--- config.mk ---
export PLATFORM = sky130hd
export DESIGN_NAME = param_piso_ser
export DESIGN_NICKNAME = d
export VERILOG_FILES = /design/src/rtl/ser_pkg.sv /design/src/rtl/param_bit_counter.sv /design/src/rtl/param_piso_ser.sv
export SDC_FILE = /design/constraint.sdc
export NUM_CORES = 1
export LEC_CHECK = 0
export CAP_MARGIN = 20
export CORE_UTILIZATION = 54
export CTS_CLUSTER_DIAMETER = 50
export DETAILED_ROUTE_END_ITERATION = 10
export HOLD_SLACK_MARGIN = 0.1
export PLACE_DENSITY = 0.81
export SYNTH_ARGS = -nofsm -noshare
export SYNTH_HDL_FRONTEND = slang
export SYNTH_HIERARCHICAL = 1
export SYNTH_SLANG_ARGS = --single-unit
--- constraint.sdc ---
create_clock -name clk -period 4.6 [get_ports clk]
set_input_delay 1.15 -clock clk [delete_from_list [all_inputs] [get_ports clk]]
set_output_delay 1.15 -clock clk [all_outputs]
set_load 0.01 [all_outputs]
--- src/rtl/ser_pkg.sv ---
// Shared serializer definitions: FSM state encoding, default word width and the
// bit-counter width helper used by the serializer and the downstream shift stage.
package ser_pkg;

  localparam int unsigned SER_WIDTH_DEF = 8;

  typedef enum logic {
    ST_IDLE  = 1'b0,
    ST_SHIFT = 1'b1
  } ser_state_t;

  // Wide enough for any frame index up to WIDTH (data bits plus an optional parity bit)
  function automatic int unsigned ser_cnt_width(input int unsigned width);
    return $clog2(width + 2);
  endfunction

endpackage

--- src/rtl/param_bit_counter.sv ---
// Frame bit counter: synchronous clear-to-zero, count enable, and a terminal-count
// flag raised when the count equals a programmable last index.
module param_bit_counter #(
  parameter int unsigned CW = 4
) (
  input  logic          clk,
  input  logic          rst,
  input  logic          i_load,
  input  logic          i_en,
  input  logic [CW-1:0] i_term,
  output logic [CW-1:0] o_count,
  output logic          o_tc_c
);

  logic [CW-1:0] r_count;

  // Holds at the terminal value so the count never runs past the frame end
  always_ff @(posedge clk) begin
    if (rst) begin
      r_count <= '0;
    end else if (i_load) begin
      r_count <= '0;
    end else if (i_en && !o_tc_c) begin
      r_count <= r_count + CW'(1);
    end
  end

  assign o_count = r_count;
  assign o_tc_c  = (r_count == i_term);

endmodule

--- src/rtl/param_piso_ser.sv ---
// Parallel-in/serial-out serializer with valid/ready word input and bit_valid/last_bit
// framing. Define PISO_PARITY_EN to append an even-parity bit to every frame.
module param_piso_ser
  import ser_pkg::*;
#(
  parameter int unsigned WIDTH     = SER_WIDTH_DEF,
  parameter bit          MSB_FIRST = 1'b1
) (
  input  logic             clk,
  input  logic             rst,
  input  logic [WIDTH-1:0] din,
  input  logic             din_valid,
  output logic             din_ready,
  output logic             data_out,
  output logic             bit_valid,
  output logic             last_bit
);

  localparam int unsigned CW = ser_cnt_width(WIDTH);
`ifdef PISO_PARITY_EN
  localparam int unsigned FRAME_LEN = WIDTH + 1;
`else
  localparam int unsigned FRAME_LEN = WIDTH;
`endif
  localparam logic [CW-1:0] LAST_IDX = CW'(FRAME_LEN - 1);

  ser_state_t       r_state;
  logic [WIDTH-1:0] r_shadow;
  logic             r_data_out;
  logic             r_bit_valid;
  logic             r_last_bit;

  logic [CW-1:0]    w_count;
  logic [CW-1:0]    w_next_idx;
  logic             w_tc;
  logic             w_accept;
  logic             w_load;
  logic             w_en;

  // Data bit at frame position k in the configured bit order
  function automatic logic pick(input logic [WIDTH-1:0] w, input logic [CW-1:0] k);
    logic [WIDTH-1:0] v;
    if (MSB_FIRST) begin
      v = w << k;
      return v[WIDTH-1];
    end else begin
      v = w >> k;
      return v[0];
    end
  endfunction

  assign din_ready  = (r_state == ST_IDLE) || r_last_bit;
  assign w_accept   = din_valid && din_ready;
  assign w_next_idx = w_count + CW'(1);
  assign w_en       = (r_state == ST_SHIFT);
  assign w_load     = w_accept || ((r_state == ST_SHIFT) && w_tc);

  param_bit_counter #(
    .CW(CW)
  ) u_bit_counter (
    .clk    (clk),
    .rst    (rst),
    .i_load (w_load),
    .i_en   (w_en),
    .i_term (LAST_IDX),
    .o_count(w_count),
    .o_tc_c (w_tc)
  );

  // An accept (idle or on the last bit) always wins, so back-to-back frames have no gap
  always_ff @(posedge clk) begin
    if (rst) begin
      r_state     <= ST_IDLE;
      r_shadow    <= '0;
      r_data_out  <= 1'b0;
      r_bit_valid <= 1'b0;
      r_last_bit  <= 1'b0;
    end else if (w_accept) begin
      r_state     <= ST_SHIFT;
      r_shadow    <= din;
      r_data_out  <= pick(din, '0);
      r_bit_valid <= 1'b1;
      r_last_bit  <= 1'b0;
    end else if (r_state == ST_SHIFT) begin
      if (r_last_bit) begin
        r_state     <= ST_IDLE;
        r_data_out  <= 1'b0;
        r_bit_valid <= 1'b0;
        r_last_bit  <= 1'b0;
      end else begin
`ifdef PISO_PARITY_EN
        if (w_next_idx == CW'(WIDTH)) begin
          r_data_out <= ^r_shadow;
        end else begin
          r_data_out <= pick(r_shadow, w_next_idx);
        end
`else
        r_data_out <= pick(r_shadow, w_next_idx);
`endif
        r_last_bit <= (w_next_idx == LAST_IDX);
      end
    end
  end

  assign data_out  = r_data_out;
  assign bit_valid = r_bit_valid;
  assign last_bit  = r_last_bit;

endmodule

# Word-level counts from Yosys, hierarchy flattened

Cells that the tools add are included.

Word-level logic and storage cells: 32
Flip-flop bits (word level): 16
Input port bits: 11

Bitwise operators: 1
Reduce and logical (&&, ||, !) cells: 11
Add/sub/neg operators: 1
Equal/unequal tests: 2
Shift operators: 1
Muxes and demuxes: 10

Operator list:

| cell                  | count |
|---|---|
| $mux W1               | 10 |
| $eq A4 B3 Y1 const B  | 2 |
| $shl A8 B4 Y8         | 1 |
| $add A4 B1 Y4 const B | 1 |
| $reduce_bool A2 Y1    | 2 |
| $reduce_or A2 Y1      | 2 |
| $logic_and A1 B1 Y1   | 3 |
| $logic_or A1 B1 Y1    | 2 |
| $reduce_and A2 Y1     | 1 |
| $logic_not A1 Y1      | 1 |
| $not A1 Y1            | 1 |

# Depth between registers and ports, before layout

Gate-level depths: netlist of the first run.

Word-level depth: 5
Depth in mapped cells: 7
Mapped depth without buffers: 7

# Modules after synthesis

Netlist of the first run, hierarchy kept.

By module, submodules not included:

| module            | times used | cells each | area an instance (um2) | seq. area each (um2) |
|---|---|---|---|---|
| param_piso_ser    | 1          | 69         | 615.6                  | 240.2 |
| param_bit_counter | 1          | 26         | 246.5                  | 80.1 |

# Least setup slack after synthesis of the first run

No wires, ideal clock.

Kind: register -> output
Start: reg r_state
End: out din_ready
Path buffers: 1
Path slack: 2.615 ns
Arrival: 0.835 ns
Stages on the path, launching flop included: 4
Path through: dfxtp_1 > nor2b_1 > inv_1 > buf_2

Longest elaborated chain between the ends: 2

Ends and longest elaborated chain:

| item                   | line                 | RTL |
|---|---|---|
| from (decl)            | param_piso_ser.sv:27 | `ser_state_t r_state;` |
| from (signal assigned) | param_piso_ser.sv:73 | `r_state <= ST_IDLE;` |
| from (signal assigned) | param_piso_ser.sv:79 | `r_state <= ST_SHIFT;` |
| from (signal assigned) | param_piso_ser.sv:86 | `r_state <= ST_IDLE;` |
| $not A1 Y1             | param_piso_ser.sv:52 | `assign din_ready = (r_state == ST_IDLE) \|\| r_last_bit;` |
| $logic_or A1 B1 Y1     | param_piso_ser.sv:52 |  |
| to (decl)              | param_piso_ser.sv:13 | `output logic din_ready,` |

No other way between the ends.

# Worst setup path after layout of the first run

Ends and elaborated chain as after synthesis.

==> results.json, run 1 <==
{
  "ff2ff_path_depth": 3,
  "rsz0062_at_grt": "no",
  "drv_slew": 0,
  "start_util_pct": 57.2,
  "nNetsFinal": 126,
  "antenna_found_initial": 0,
  "timing.rr.start": "r_state",
  "cap_viol_max_count": 0,
  "synth_edf_count": 0,
  "grt_pass1_vias": 749,
  "numCtsBuffers": 3,
  "place_congestion": 0.761,
  "grt_pass1_wl_mm": 3.05,
  "muxShareOfSynthArea_pct": 9.58,
  "synthSimpleGateAreaFrac_pct": 14.1,
  "setup_viol": 0,
  "cp-endpoint": "din_ready",
  "via_per_inst": 5.78,
  "grt_max_degree": 15,
  "tns_ns": 0,
  "clk_pin_slew_ns": 0.09,
  "met3_usage_pct": 5.22,
  "criticalPathCategory": "register to output port",
  "leakage_uw": 0.000398,
  "drtIter0Drc": 20,
  "cts-root-buf": "clkbuf_4",
  "io_pins": 15,
  "die_h_um": 42.0,
  "synth-compound-area-share_pct": 22.6,
  "crit_required_ns": 3.45,
  "htreeDepth": 1,
  "ys_seq_area_share_pct": 37.2,
  "power_uw": 270,
  "hold_violations": 0,
  "period_share_pct": 71.9,
  "yosysTopAreaCell": "dfxtp_1",
  "ys_ff_latch": 16,
  "drive_gt1_share_pct": 6.36,
  "hold_path_class": "register to register",
  "synthCells": 95,
  "synth_top_family_by_area": "compound AO/OA/AOI/OAI gates",
  "synth_area_um2": 862,
  "port_buffers": 14,
  "status": "completed",
  "dp_cells": 123,
  "cts_buffer_depth": 2,
  "synth_fa_ha_area_share_pct": 4.35,
  "cp-startpoint": "r_state",
  "worstSkewPairLatency_ns": 0.28,
  "yosysWarnings": 6,
  "worstMarginPinSlew_ns": 0.614,
  "hpwl_mm": 1.21,
  "n_antenna_cell": 0,
  "syn_to_final_growth_pct": 19.9,
  "core_mm2": 0.00151,
  "wirelength_mm": 1.65,
  "relSlewSlack_pct": 59.0,
  "synthTopCellsByArea": "dfxtp_1 37%, o21ai_0 7.5%, a21oi_1 6.4%",
  "arrival_ns": 2.16,
  "cp-start-kind": "register",
  "busiest_layer": "met2",
  "synthFlopType": "dfxtp_1",
  "wl_per_cell_um": 13.1,
  "gr-usage-all-layers_pct": 23.0,
  "met1_usage_pct": 26.5,
  "postCtsResizedCells": 0,
  "gr-usage-met2_pct": 38.1,
  "r2r_slack_ns": 2.85,
  "firstDrtPassIters": 4,
  "die_area_mm2": 0.00176,
  "peakVddDrop_mv": 0.213,
  "synth.avg_cell_area_um2": 9.07,
  "synth_xor_area_share_pct": 6.97,
  "synth_top_cell_area_share_pct": 37.2,
  "ys_async_sr_fraction_pct": 0,
  "die_w_um": 42.0,
  "stdcell_count": 126,
  "postCtsSetupBuffers": 0,
  "cts_hold_buf": 0,
  "fmax_mhz": 302,
  "cts_tree": "built",
  "timing.rr.end": "last_bit",
  "min_period_ns": 3.31,
  "rows": 14,
  "drc": 0,
  "clock-sinks": 16,
  "ant_nets": 0,
  "crit_fanout": 12,
  "vias": 728,
  "grt_overflow_total": 0,
  "endpoint_kind": "output port",
  "yosysUniqueCellTypes": 29,
  "fin_worst_skew_ns": 0.000650,
  "power.density_mw_per_mm2": 261
}
-- through the flow --
step                hold slack (ns)  utilization [%]  area (um2)  setup slack (ns)
CTS                           0.482             68.6        1030              1.31
global route                  0.517             68.6        1030              1.12
finish                        0.480             68.6        1030              1.29
floorplan                     0.449                -         870              2.62
global placement              0.464             67.1        1010              1.66
detailed placement            0.468             67.1        1010              1.65
-- worst min path at each step --
stage,startpoint,to,slack [ns],depth (start not counted)
global placement,r_shadow[2],r_shadow[2],0.46,2
floorplan,r_shadow[1],r_shadow[1],0.45,2
finish,r_shadow[0],r_shadow[0],0.48,2
CTS,r_shadow[0],r_shadow[0],0.48,2
global route,r_shadow[7],r_shadow[7],0.52,2
detailed placement,r_shadow[0],r_shadow[0],0.47,2
-- power breakdown --
| part | internal, uW | switching, uW | total, uW |
|---|---|---|---|
| sequential | 145 | 6.68 | 152 |
| clock | 30.4 | 40.6 | 71.0 |
| combinational | 23.8 | 23.3 | 47.0 |
-- cells by family after synthesis --
family                     after synthesis
AOI/OAI and AO/OA                       31
and+or+nand+nor                         23
DFF                                     16
buffers and inverters                    9
xor gates and xnor gates                 6
muxes                                    5
adders and majority gates                3
other                                    2
-- worst max-delay path, stage by stage, from the launching register on --
cell and delay, ns:
dfxtp_1 0.44, nor2b_1 0.55, inv_1 0.33, clkdlybuf4s50_1 0.56
-- cell type report --
| cell class | instances | area, um2 |
|---|---|---|
| inverter | 5 | 18.8 |
| clock buffer | 3 | 22.5 |
| fill | 128 | 473 |
| tap | 16 | 20.0 |
| sequential | 16 | 320 |
| multi-input combinational | 72 | 512 |
| timing repair buffer | 14 | 140 |
-- synthesized netlist by cell type, types with 2 or more instances --
library cell	count
nand3_1	11
nor2_1	3
or3_1	2
buf_2	2
conb_1	2
o21ai_0	13
inv_1	5
a21oi_1	11
dfxtp_1	16
mux4_1	2
nand2_1	2
xor2_1	5
mux2i_1	3
ha_1	3
-- per-layer routing --
layer  share of wire, %  routed length (um)
met2                 52                 858
met4               0.60                  10
met5                  0                   0
met3                3.7                  62
met1                 44                 722
-- layout by cell type, fill, tap and decap left out, types with 2 or more instances in the layout --
| master | n |
|---|---|
| clkdlybuf4s50_1 | 14 |
| dfxtp_1 | 16 |
| mux4_1 | 2 |
| mux2i_1 | 3 |
| a21oi_1 | 11 |
| xor2_1 | 5 |
| nand2_1 | 2 |
| o21ai_0 | 13 |
| nor2_1 | 3 |
| inv_1 | 5 |
| nand3_1 | 11 |
| conb_1 | 4 |
| or3_1 | 2 |
| clkbuf_4 | 3 |
| ha_1 | 3 |
-- registers in the layout, indices dropped and copies added (netlist names) --
register / count
data_out: 1
r_state: 1
bit_valid: 1
last_bit: 1
r_shadow: 8
u_bit_counter/o_count: 4
Power figures use the tool's default switching activity.
==> run 2: changes to the inputs <==
- CORE_UTILIZATION: 54 -> 50
- PLACE_DENSITY: 0.81 -> 0.76
- clock period: 4.6 -> 3.2 ns (I/O delays scaled with it)
==> results.json, run 2 (synthesis gave the netlist of run 1 again) <==
{
  "drive_gt1_share_pct": 8.04,
  "worstSkewPairLatency_ns": 0.28,
  "hold_violations": 0,
  "n_antenna_cell": 0,
  "grt_pass1_vias": 704,
  "rows": 14,
  "place_congestion": 0.728,
  "violations": "design-rule violations",
  "timing.rr.start": "u_bit_counter/o_count[0]",
  "critPathSlowestCell": "clkdlybuf4s50_1",
  "n_fill_cell": 129,
  "firstDrtPassIters": 7,
  "die_h_um": 43.5,
  "die_w_um": 43.5,
  "hpwl_mm": 1.20,
  "die_area_mm2": 0.00189,
  "crit_required_ns": 2.40,
  "largest_reg_flops": 8,
  "antenna_found_initial": 0,
  "via_per_inst": 5.89,
  "path_delay_family": "buffers and inverters",
  "tns_ns": 0,
  "vias": 754,
  "drc": 2,
  "mostFrequentLayoutCells": "16 x dfxtp_1, 14 x clkdlybuf4s50_1, 13 x o21ai_0, 11 x nand3_1, 11 x a21oi_1",
  "cts_tree": "built",
  "rsz0062_at_grt": "no",
  "busiest_layer": "met2",
  "hp-start": "r_shadow[1]",
  "leakage_uw": 0.000408,
  "arrival_ns": 1.82,
  "ant_nets": 0,
  "crit_fanout": 12,
  "core_mm2": 0.00156,
  "cts_hold_buf": 0,
  "start_util_pct": 55.3,
  "cts-root-buf": "clkbuf_4",
  "wirelength_mm": 1.62,
  "period_share_pct": 81.8,
  "setup_viol": 0,
  "nNetsFinal": 128,
  "path_buf_inv": 3,
  "power.density_mw_per_mm2": 372,
  "cts_buffer_depth": 2,
  "gr-usage-all-layers_pct": 20.5,
  "criticalPathCategory": "register to output port",
  "fmax_mhz": 382,
  "postCtsSetupBuffers": 0,
  "grt_pass1_wl_mm": 2.91,
  "max_stage_delay_ns": 0.60,
  "htreeDepth": 1,
  "io_pins": 15,
  "grt_overflow_total": 0,
  "numCtsBuffers": 3,
  "gr-usage-met2_pct": 34.2,
  "path_cells": "nor2b_1, buf_4, inv_1, clkdlybuf4s50_1",
  "drtIter0Drc": 36,
  "endpoint_kind": "output port",
  "final_common_cell": "dfxtp_1",
  "hold_path_class": "register to register",
  "power_uw": 390,
  "met1_usage_pct": 27.4,
  "regMostFlops": "r_shadow",
  "cp-startpoint": "r_state",
  "clk_pin_slew_ns": 0.08,
  "met3_usage_pct": 2.50,
  "final_util_pct": 67.3,
  "fin_worst_skew_ns": 0.00261,
  "syn_to_final_growth_pct": 21.6,
  "grt_max_degree": 15,
  "clock-sinks": 16,
  "wl_per_cell_um": 12.6,
  "cap_viol_max_count": 0,
  "status": "complete, but fails checks",
  "drv_slew": 0,
  "min_period_ns": 2.62,
  "cp-start-kind": "register",
  "peakVddDrop_mv": 0.247,
  "postCtsResizedCells": 0,
  "port_buffers": 14
}
-- run 2: cell types whose count changed in the layout (fill, tap and decap cells not counted), sizes merged --
cell / change
buf: +2
-- run 2: power breakdown --
part	switching [uW]	internal [uW]	total, uW
clock network	58.8	43.7	102
logic	33.9	36.0	70.0
registers	9.30	209	218
total	102	288	390
-- run 2: metrics by stage --
step,cells,setup WS (ns),hold WS (ns),cell area [um2]
2_1_floorplan,97,1.57,0.449,870
3_3_place_gp,125,0.908,0.468,1030
3_5_place_dp,125,0.914,0.466,1030
4_1_cts,128,0.587,0.478,1050
5_1_grt,128,0.482,0.502,1050
6_report,128,0.584,0.476,1050
-- run 2: final cells by class --
cell class,instances,area (um2),share of cell area [%]
Tap cell,16,20.0,1.91
Timing Repair Buffer,16,155,14.8
Multi-Input combinational cell,72,512,48.8
Sequential cell,16,320,30.5
Clock buffer,3,22.5,2.15
Inverter,5,18.8,1.79
-- run 2: worst reg2reg max path: cells and delay by family, from the launching register on --
kind	cells	cell delay (ns)
flip-flops	1	0.62
AO/OA/AOI/OAI	1	0.54
XOR/XNOR	2	0.40
AND/OR/NAND/NOR	1	0.06
-- run 2: path summary, 6_finish.rpt --
check	endpoint	slack (ns)	depth (start not counted)
max reg2reg	u_bit_counter/o_count[0]	1.48	4
min	r_shadow[1]	0.48	2
max	din_ready	0.58	4
min reg2reg	r_shadow[1]	0.48	2
-- run 2: per-layer routing --
layer | wire, um | vias to the layer above
li1 | - | 380
met1 | 738 | 352
met2 | 806 | 20
met3 | 52 | 2
met4 | 19 | 0
met5 | 0 | -
